**src/rtl/input_sequencer_pkg.sv**
```systemverilog
// Shared types and defaults for the pushbutton/switch operand sequencer.
// Holds the FSM state encoding, operand width and debounce length defaults.
package input_sequencer_pkg;

   localparam int SEQ_W               = 8;
   localparam int SEQ_DEBOUNCE_CYCLES = 500000;
   localparam int SEQ_SW_W            = 10;
   localparam int SEQ_NUM_BTN         = 2;

   // Button roles inside the buttons[] vector
   localparam int BTN_ADVANCE = 0;
   localparam int BTN_CLEAR   = 1;

   typedef enum logic [1:0] {
      LOAD_A  = 2'd0,
      LOAD_B  = 2'd1,
      LOAD_OP = 2'd2,
      READY   = 2'd3
   } seq_state_t;

   // Counter width able to hold n-1, never narrower than one bit
   function automatic int cnt_width(input int n);
      return (n > 1) ? $clog2(n) : 1;
   endfunction

endpackage

```
**src/rtl/input_sequencer_debouncer.sv**
```systemverilog
// Synchronizes and debounces one active-low button and emits a 1-cycle press strobe.
// Latency: raw edge to debounced edge DEBOUNCE_CYCLES+2 cycles, strobe registered on that edge; no backpressure.
module input_sequencer_debouncer
   import input_sequencer_pkg::*;
#(
   parameter int DEBOUNCE_CYCLES = SEQ_DEBOUNCE_CYCLES
) (
   input  logic clock,
   input  logic rst_n,
   input  logic btn,
   output logic press
);

   localparam int            CW       = cnt_width(DEBOUNCE_CYCLES);
   localparam logic [CW-1:0] CNT_LAST = CW'(DEBOUNCE_CYCLES - 1);

   logic          sync1;
   logic          sync2;
   logic          level;
   logic [CW-1:0] cnt;

   // Released (1) is the safe idle value for both the synchronizer and the debounced level
   always_ff @(posedge clock or negedge rst_n) begin
      if (!rst_n) begin
         sync1 <= 1'b1;
         sync2 <= 1'b1;
         level <= 1'b1;
         cnt   <= '0;
         press <= 1'b0;
      end else begin
         sync1 <= btn;
         sync2 <= sync1;
         press <= 1'b0;
         if (sync2 == level) begin
            cnt <= '0;
         end else if (cnt == CNT_LAST) begin
            level <= sync2;
            cnt   <= '0;
            press <= level & ~sync2;
         end else begin
            cnt <= cnt + 1'b1;
         end
      end
   end

endmodule

```
**src/rtl/input_sequencer.sv**
```systemverilog
// Steps through A, B, OP capture from slide switches on debounced advance presses; clear resets the set.
// Latency: outputs update one cycle after a press strobe; valid pulses with the OP capture; no backpressure.
module input_sequencer
   import input_sequencer_pkg::*;
#(
   parameter int DEBOUNCE_CYCLES = SEQ_DEBOUNCE_CYCLES,
   parameter int W               = SEQ_W
) (
   input  logic                clock,
   input  logic                reset_n,
   input  logic [1:0]          buttons,
   input  logic [SEQ_SW_W-1:0] switches,
   output logic [W-1:0]        operand_a,
   output logic [W-1:0]        operand_b,
   output logic [1:0]          op_sel,
   output logic [1:0]          mode,
   output logic [1:0]          state,
   output logic                valid
);

   logic                   rst_meta;
   logic                   rst_n;
   logic [SEQ_NUM_BTN-1:0] press;
   seq_state_t             cur;

   // Assert asynchronously, release two edges later so no flop sees a partial release
   always_ff @(posedge clock or negedge reset_n) begin
      if (!reset_n) begin
         rst_meta <= 1'b0;
         rst_n    <= 1'b0;
      end else begin
         rst_meta <= 1'b1;
         rst_n    <= rst_meta;
      end
   end

   for (genvar i = 0; i < SEQ_NUM_BTN; i++) begin : g_btn
      input_sequencer_debouncer #(
         .DEBOUNCE_CYCLES(DEBOUNCE_CYCLES)
      ) u_debouncer (
         .clock (clock),
         .rst_n (rst_n),
         .btn   (buttons[i]),
         .press (press[i])
      );
   end

   assign state = cur;

   // Clear takes priority over a coincident advance
   always_ff @(posedge clock or negedge rst_n) begin
      if (!rst_n) begin
         cur       <= LOAD_A;
         operand_a <= '0;
         operand_b <= '0;
         op_sel    <= '0;
         mode      <= '0;
         valid     <= 1'b0;
      end else begin
         valid <= 1'b0;
         if (press[BTN_CLEAR]) begin
            cur       <= LOAD_A;
            operand_a <= '0;
            operand_b <= '0;
            op_sel    <= '0;
            mode      <= '0;
         end else if (press[BTN_ADVANCE]) begin
            case (cur)
               LOAD_A: begin
                  operand_a <= switches[W-1:0];
                  cur       <= LOAD_B;
               end
               LOAD_B: begin
                  operand_b <= switches[W-1:0];
                  cur       <= LOAD_OP;
               end
               LOAD_OP: begin
                  op_sel <= switches[1:0];
                  mode   <= switches[SEQ_SW_W-1:SEQ_SW_W-2];
                  valid  <= 1'b1;
                  cur    <= READY;
               end
               READY: begin
                  cur <= LOAD_A;
               end
            endcase
         end
      end
   end

endmodule

```
**config.mk**
```make
export PLATFORM = sky130hd
export DESIGN_NAME = input_sequencer
export DESIGN_NICKNAME = d
export VERILOG_FILES = /design/src/rtl/input_sequencer_pkg.sv /design/src/rtl/input_sequencer_debouncer.sv /design/src/rtl/input_sequencer.sv
export SDC_FILE = /design/constraint.sdc
export NUM_CORES = 1
export LEC_CHECK = 0
export CORE_MARGIN = 2
export CORE_UTILIZATION = 50
export DETAILED_ROUTE_END_ITERATION = 16
export GPL_ROUTABILITY_DRIVEN = 0
export PLACE_DENSITY_LB_ADDON = 0.1
export SETUP_SLACK_MARGIN = 0.3
export SLEW_MARGIN = 20
export SYNTH_ARGS = -nofsm -noshare
export SYNTH_HDL_FRONTEND = slang
export SYNTH_SLANG_ARGS = --single-unit
```
**constraint.sdc**
```tcl
create_clock -name clock -period 2.2 [get_ports clock]
set_input_delay 0.55 -clock clock [delete_from_list [all_inputs] [get_ports clock]]
set_output_delay 0.55 -clock clock [all_outputs]
set_load 0.05 [all_outputs]
```
Word level (Yosys, flattened, before mapping)
Cells that the tools add are included.
{"block": "classes", "n_addsub": 2, "mul": 0, "div": 0, "order_cmp": 0, "n_eq_ne": 7, "n_shift": 0, "muxes": 26, "n_bitwise": 6, "reduce_logical": 10}
{"op": "$mux W19", "n": 4}
{"op": "$mux W8", "n": 6}
{"op": "$add A19 B1 Y19 const B", "n": 2}
{"op": "$eq A19 B19 Y1 const B", "n": 2}
{"op": "$mux W2", "n": 8}
{"op": "$reduce_and A2 Y1", "n": 5}
{"op": "$pmux W2 S4", "n": 1}
{"op": "$reduce_bool A2 Y1", "n": 4}
{"op": "$mux W1", "n": 7}
{"op": "$eq A2 B2 Y1 const B", "n": 2}
{"op": "$not A1 Y1", "n": 4}
{"op": "$and A1 B1 Y1", "n": 2}
{"op": "$eq A1 B1 Y1", "n": 2}
{"op": "$eq A2 B1 Y1 const B", "n": 1}
{"op": "$logic_not A2 Y1", "n": 1}
{"block": "word_totals", "ff_bits": 71, "latch_bits": 0, "ram_bits": 0, "romBits": 0, "output_inout_bits": 23, "word_cells": 69, "n_memories": 0}

Longest topological paths before layout
{"block": "depth", "word_depth": 4, "ltp_mapped": 7}

Modules after synthesis
A second synthesis with hierarchy kept.
{"block": "hier_totals", "hier_cells": 310, "hier_area_um2": 3385.7}
{"module": "input_sequencer_debouncer", "n_inst": 2, "cells_each": 107, "area_each_um2": 1103.6, "seq_area_each_um2": 579.3}
{"module": "input_sequencer", "n_inst": 1, "cells_each": 96, "area_each_um2": 1178.6, "seq_area_each_um2": 625.6}

Worst setup path after synthesis
No wires, ideal clock.
{"block": "synth_timing", "kind": "register -> register", "from": "register g_btn[1].u_debouncer.cnt[0]", "to": "register g_btn[1].u_debouncer.cnt[18]", "setup_time_ps": 78, "arrival_ps": 1598, "t_required_ps": 2122, "setup_slack_ps": 524, "path_stages_with_launch": 6, "period_less_slack_ps": 1676, "path_cell_list": "dfrtp_1 ha_1 nand3_2 or3_1 or4_1 a21oi_1"}
{"block": "synth_via", "elab_chain_len": 3, "word_cells_on_any_way": 4}
{"element": "from (decl)", "line_no": "input_sequencer_debouncer.sv:20", "rtl": "logic [CW-1:0] cnt;"}
{"element": "from (signal assigned)", "line_no": "input_sequencer_debouncer.sv:41", "rtl": "cnt <= cnt + 1'b1;"}
{"element": "$add A19 B1 Y19 or $eq A19 B19 Y1 (tied branches)", "line_no": "input_sequencer_debouncer.sv:41, input_sequencer_debouncer.sv:36"}
{"element": "$mux W19 (*)", "line_no": "input_sequencer_debouncer.sv:36", "rtl": "end else if (cnt == CNT_LAST) begin"}
{"element": "$mux W19 (*)", "line_no": "input_sequencer_debouncer.sv:34", "rtl": "if (sync2 == level) begin"}
Mark *: on every way between the ends. The rest lies on a longest branch, timed or not.
A chain may end at the register's enable or synchronous reset.

Worst setup path after layout
{"block": "layout_timing", "from": "register cur[1] (netlist: state[1])", "to": "output state[1]"}
{"element": "from (decl)", "line_no": "input_sequencer.sv:24", "rtl": "seq_state_t cur;"}
{"element": "from (signal assigned)", "line_no": "input_sequencer.sv:53", "rtl": "cur <= LOAD_A;"}
{"element": "from (signal assigned)", "line_no": "input_sequencer.sv:62", "rtl": "cur <= LOAD_A;"}
{"element": "from (signal assigned)", "line_no": "input_sequencer.sv:71", "rtl": "cur <= LOAD_B;"}
{"element": "to (decl)", "line_no": "input_sequencer.sv:17", "rtl": "output logic [1:0] state,"}
No word-level cell between the ends.

==> flow_metrics.tcl <==
set metrics [dict create \
    grt_util_met3_pct 5.25 \
    setup_slack_ps 361 \
    status "completed" \
    num-nets-final 397 \
    die_h_um 84.9 \
    synth_top_area_share_pct 49.7 \
    fp-row-count 29 \
    hold_path.class "reg2async" \
    fin_crit_sh_pct 83.6 \
    crit_type "reg2out" \
    swShare_pct 20.6 \
    grt_overflow 0 \
    rsz0062_at_grt "no" \
    peakVddDrop_mv 0.415 \
    cp-end-kind "output pin" \
    grt_pass1_vias 2395 \
    firstDrtPassIters 4 \
    synth_flop_cell "dfrtp_1" \
    synth_most_common_cell "dfrtp_1" \
    clk_path_buf_depth 2 \
    cp_cell_sequence "dlygate4sd2_1" \
    dpl.hpwl_um 4360 \
    clock-sinks 71 \
    ys_types 34 \
    io_buffers 36 \
    cp-start-kind "register" \
    cts_tree "yes" \
    antenna_found_initial 0 \
    cp_top_family "buffers and inverters" \
    yosysSeqAreaShare_pct 54.5 \
    synth-seq-cells 71 \
    wl_um 6340 \
    vias_per_cell 5.43 \
    tightestPinTransition_ps 748 \
    r2r-start "g_btn[1].u_debouncer.cnt[1]" \
    fin_skew_ps 6.60 \
    tns_ps 0 \
    p_int_mw 2.14 \
    switching_power_uw 557 \
    start_util_pct 51.6 \
    drive_gt1_share_pct 10.6 \
    total_power_mw 2.70 \
    grt.total_usage_pct 18.9 \
    n_antenna_cell 0 \
    drt_iter0_markers 100 \
    cp_max_fo 4 \
    pwr-share-seq_pct 49.4 \
    grt_use_met1_pct 25.5 \
    r2r_cells 5 \
    htreeDepth 3 \
    max_slew_margin_pct 50.2 \
    area_growth_pct 21.6 \
    clock_power_share_pct 47.0 \
    ios 37 \
    hold_violations 0 \
    vias 2474 \
    path_buf_inv 1 \
    critPathArrivalTime_ps 1290 \
    async_flop_share_pct 100 \
    synth_nets 353 \
    ant_nets 0 \
    busiest_layer "met2" \
    stdcell_area_mm2 0.00398 \
    clock.fmax_mhz 544 \
    p_leak_nw 1.75 \
    met2_usage_pct 29.4 \
    netlist_area_mm2 0.00328 \
    r2r_slack_ps 430 \
    synth.avg_cell_area_um2 9.93 \
    cts.reportedPaths.clkPinSlew_ps 80 \
    synth_edf_count 0 \
    place_area_mm2 0.00375 \
    dieArea_mm2 0.00721 \
    yosys-top-cells-count "dfrtp_1 (65), nor2_1 (39), nand3_1 (32), nand2_1 (31), a21oi_1 (26)" \
    maxCapViolations 0 \
    synth_warnings 0 \
    combPwrFrac_pct 3.6 \
    critPathSlowestCell "dlygate4sd2_1" \
    grt_pass1_wl_um 10900 \
    grt_max_degree 70 \
    slew_violations 0 \
    clockRootBuffer "clkbuf_8" \
    critPathMaxStageDelay_ps 560 \
    cp.required_ps 1650 \
    netlist_top_cells_area "dfrtp_1 (50%), nand3_1 (4.9%), dfstp_2 (4.8%), xnor2_1 (4.8%), nor2_1 (4.5%)" \
    drc 0 \
    synth_top_cell_by_area "dfrtp_1" \
    power_density_mw_per_mm2 678 \
    setup_viol 0 \
    dieWidth_um 84.9 \
    coreArea_mm2 0.00635 \
    period_minus_slack_ps 1840 \
    clk_latency_ps 350 \
    wl_per_cell_um 13.9 \
    r2r_end "g_btn[1].u_debouncer.cnt[18]" \
    cts_buffers 9 \
    syn_inst 330 \
    dp_slack_ps 408 \
]
## state kept, by name, summed over array words and instances (netlist names)
signal / count
op_sel: 2
rst_meta: 1
rst_n: 1
valid: 1
g_btn.u_debouncer.sync1: 2
state: 2
mode: 2
g_btn.u_debouncer.sync2: 2
g_btn.u_debouncer.level: 2
g_btn.u_debouncer.press: 2
operand_a: 8
operand_b: 8
g_btn.u_debouncer.cnt: 38
## metrics by stage
| stage | utilization, % | instances | hold WS [ps] |
|---|---|---|---|
| after global placement | 59.1 | 439 | 298 |
| final | 62.7 | 456 | 278 |
| after global routing | 62.7 | 456 | 324 |
| after floorplan | - | 330 | 254 |
| after detailed placement | 59.1 | 439 | 305 |
| after CTS | 62.5 | 455 | 310 |
## area by class of cell
type	count	area, µm²
tap	77	96.3
multi-input combinational	231	1380
sequential	71	1790
clock buffer	10	138
fill	554	2370
timing repair buffer	46	420
clock inverter	6	108
inverter	15	56.3
## per-layer routing
metal / share of wire (%) / vias to the layer above
met5: 0 / -
met4: 1.6 / 0
met3: 4.0 / 9
met2: 47 / 42
met1: 47 / 1198
li1: - / 1225
## timing repair
| action | in CTS | in global routing |
|---|---|---|
| hold buffers | 0 | 0 |
| endpoints found under the setup margin | 23 | 2 |
| buffers inserted | 0 | 1 |
| resized for setup | 23 | 2 |
## how the worst max path moves through the flow
| stage | from | endpoint | slack [ps] | cells after the start |
|---|---|---|---|---|
| after floorplan | g_btn[1].u_debouncer.cnt[0] | g_btn[1].u_debouncer.cnt[18] | 520 | 5 |
| final | state[1] | state[1] | 360 | 1 |
| after global routing | state[1] | state[1] | 300 | 1 |
| after global placement | state[1] | state[1] | 460 | 1 |
| after detailed placement | g_btn[1].u_debouncer.cnt[0] | g_btn[1].u_debouncer.cnt[18] | 410 | 5 |
| after CTS | state[0] | state[0] | 330 | 1 |
## cell usage in the layout (no fill, tap or decap), types with 5 or more instances in the layout
cell	count
a21oi_1	26
nand4_1	14
nand3_1	32
clkbuf_8	10
nor3_1	5
ha_1	8
xnor2_1	18
dfrtp_1	64
nand2_1	31
inv_1	15
or3_1	6
buf_4	9
dfstp_2	6
xor2_1	11
nor2_1	39
dlygate4sd2_1	22
clkdlybuf4s50_1	13
nor4_1	10
## cells by family after synthesis
kind of cell | count (synthesis) | share of synthesized area (%)
buffers and inverters | 28 | 3.51
AND/OR/NAND/NOR | 155 | 23.8
adder cells (fa/ha/maj) | 9 | 3.44
multiplexers | 3 | 0.917
AO/OA/AOI/OAI | 34 | 6.03
XOR/XNOR | 29 | 7.75
other | 1 | 0.114
flip-flops | 71 | 54.5
## power groups by stage
stage               Sequential, mW  Clock, mW  Combinational (mW)
global route                  1.34       1.35               0.112
CTS                           1.33       1.30              0.0974
finish                        1.33       1.27              0.0972
floorplan                     1.37          0              0.0302
detailed placement            1.36          0              0.0965
global placement              1.36          0              0.0957
No activity file was read; power rests on OpenSTA's default activity.
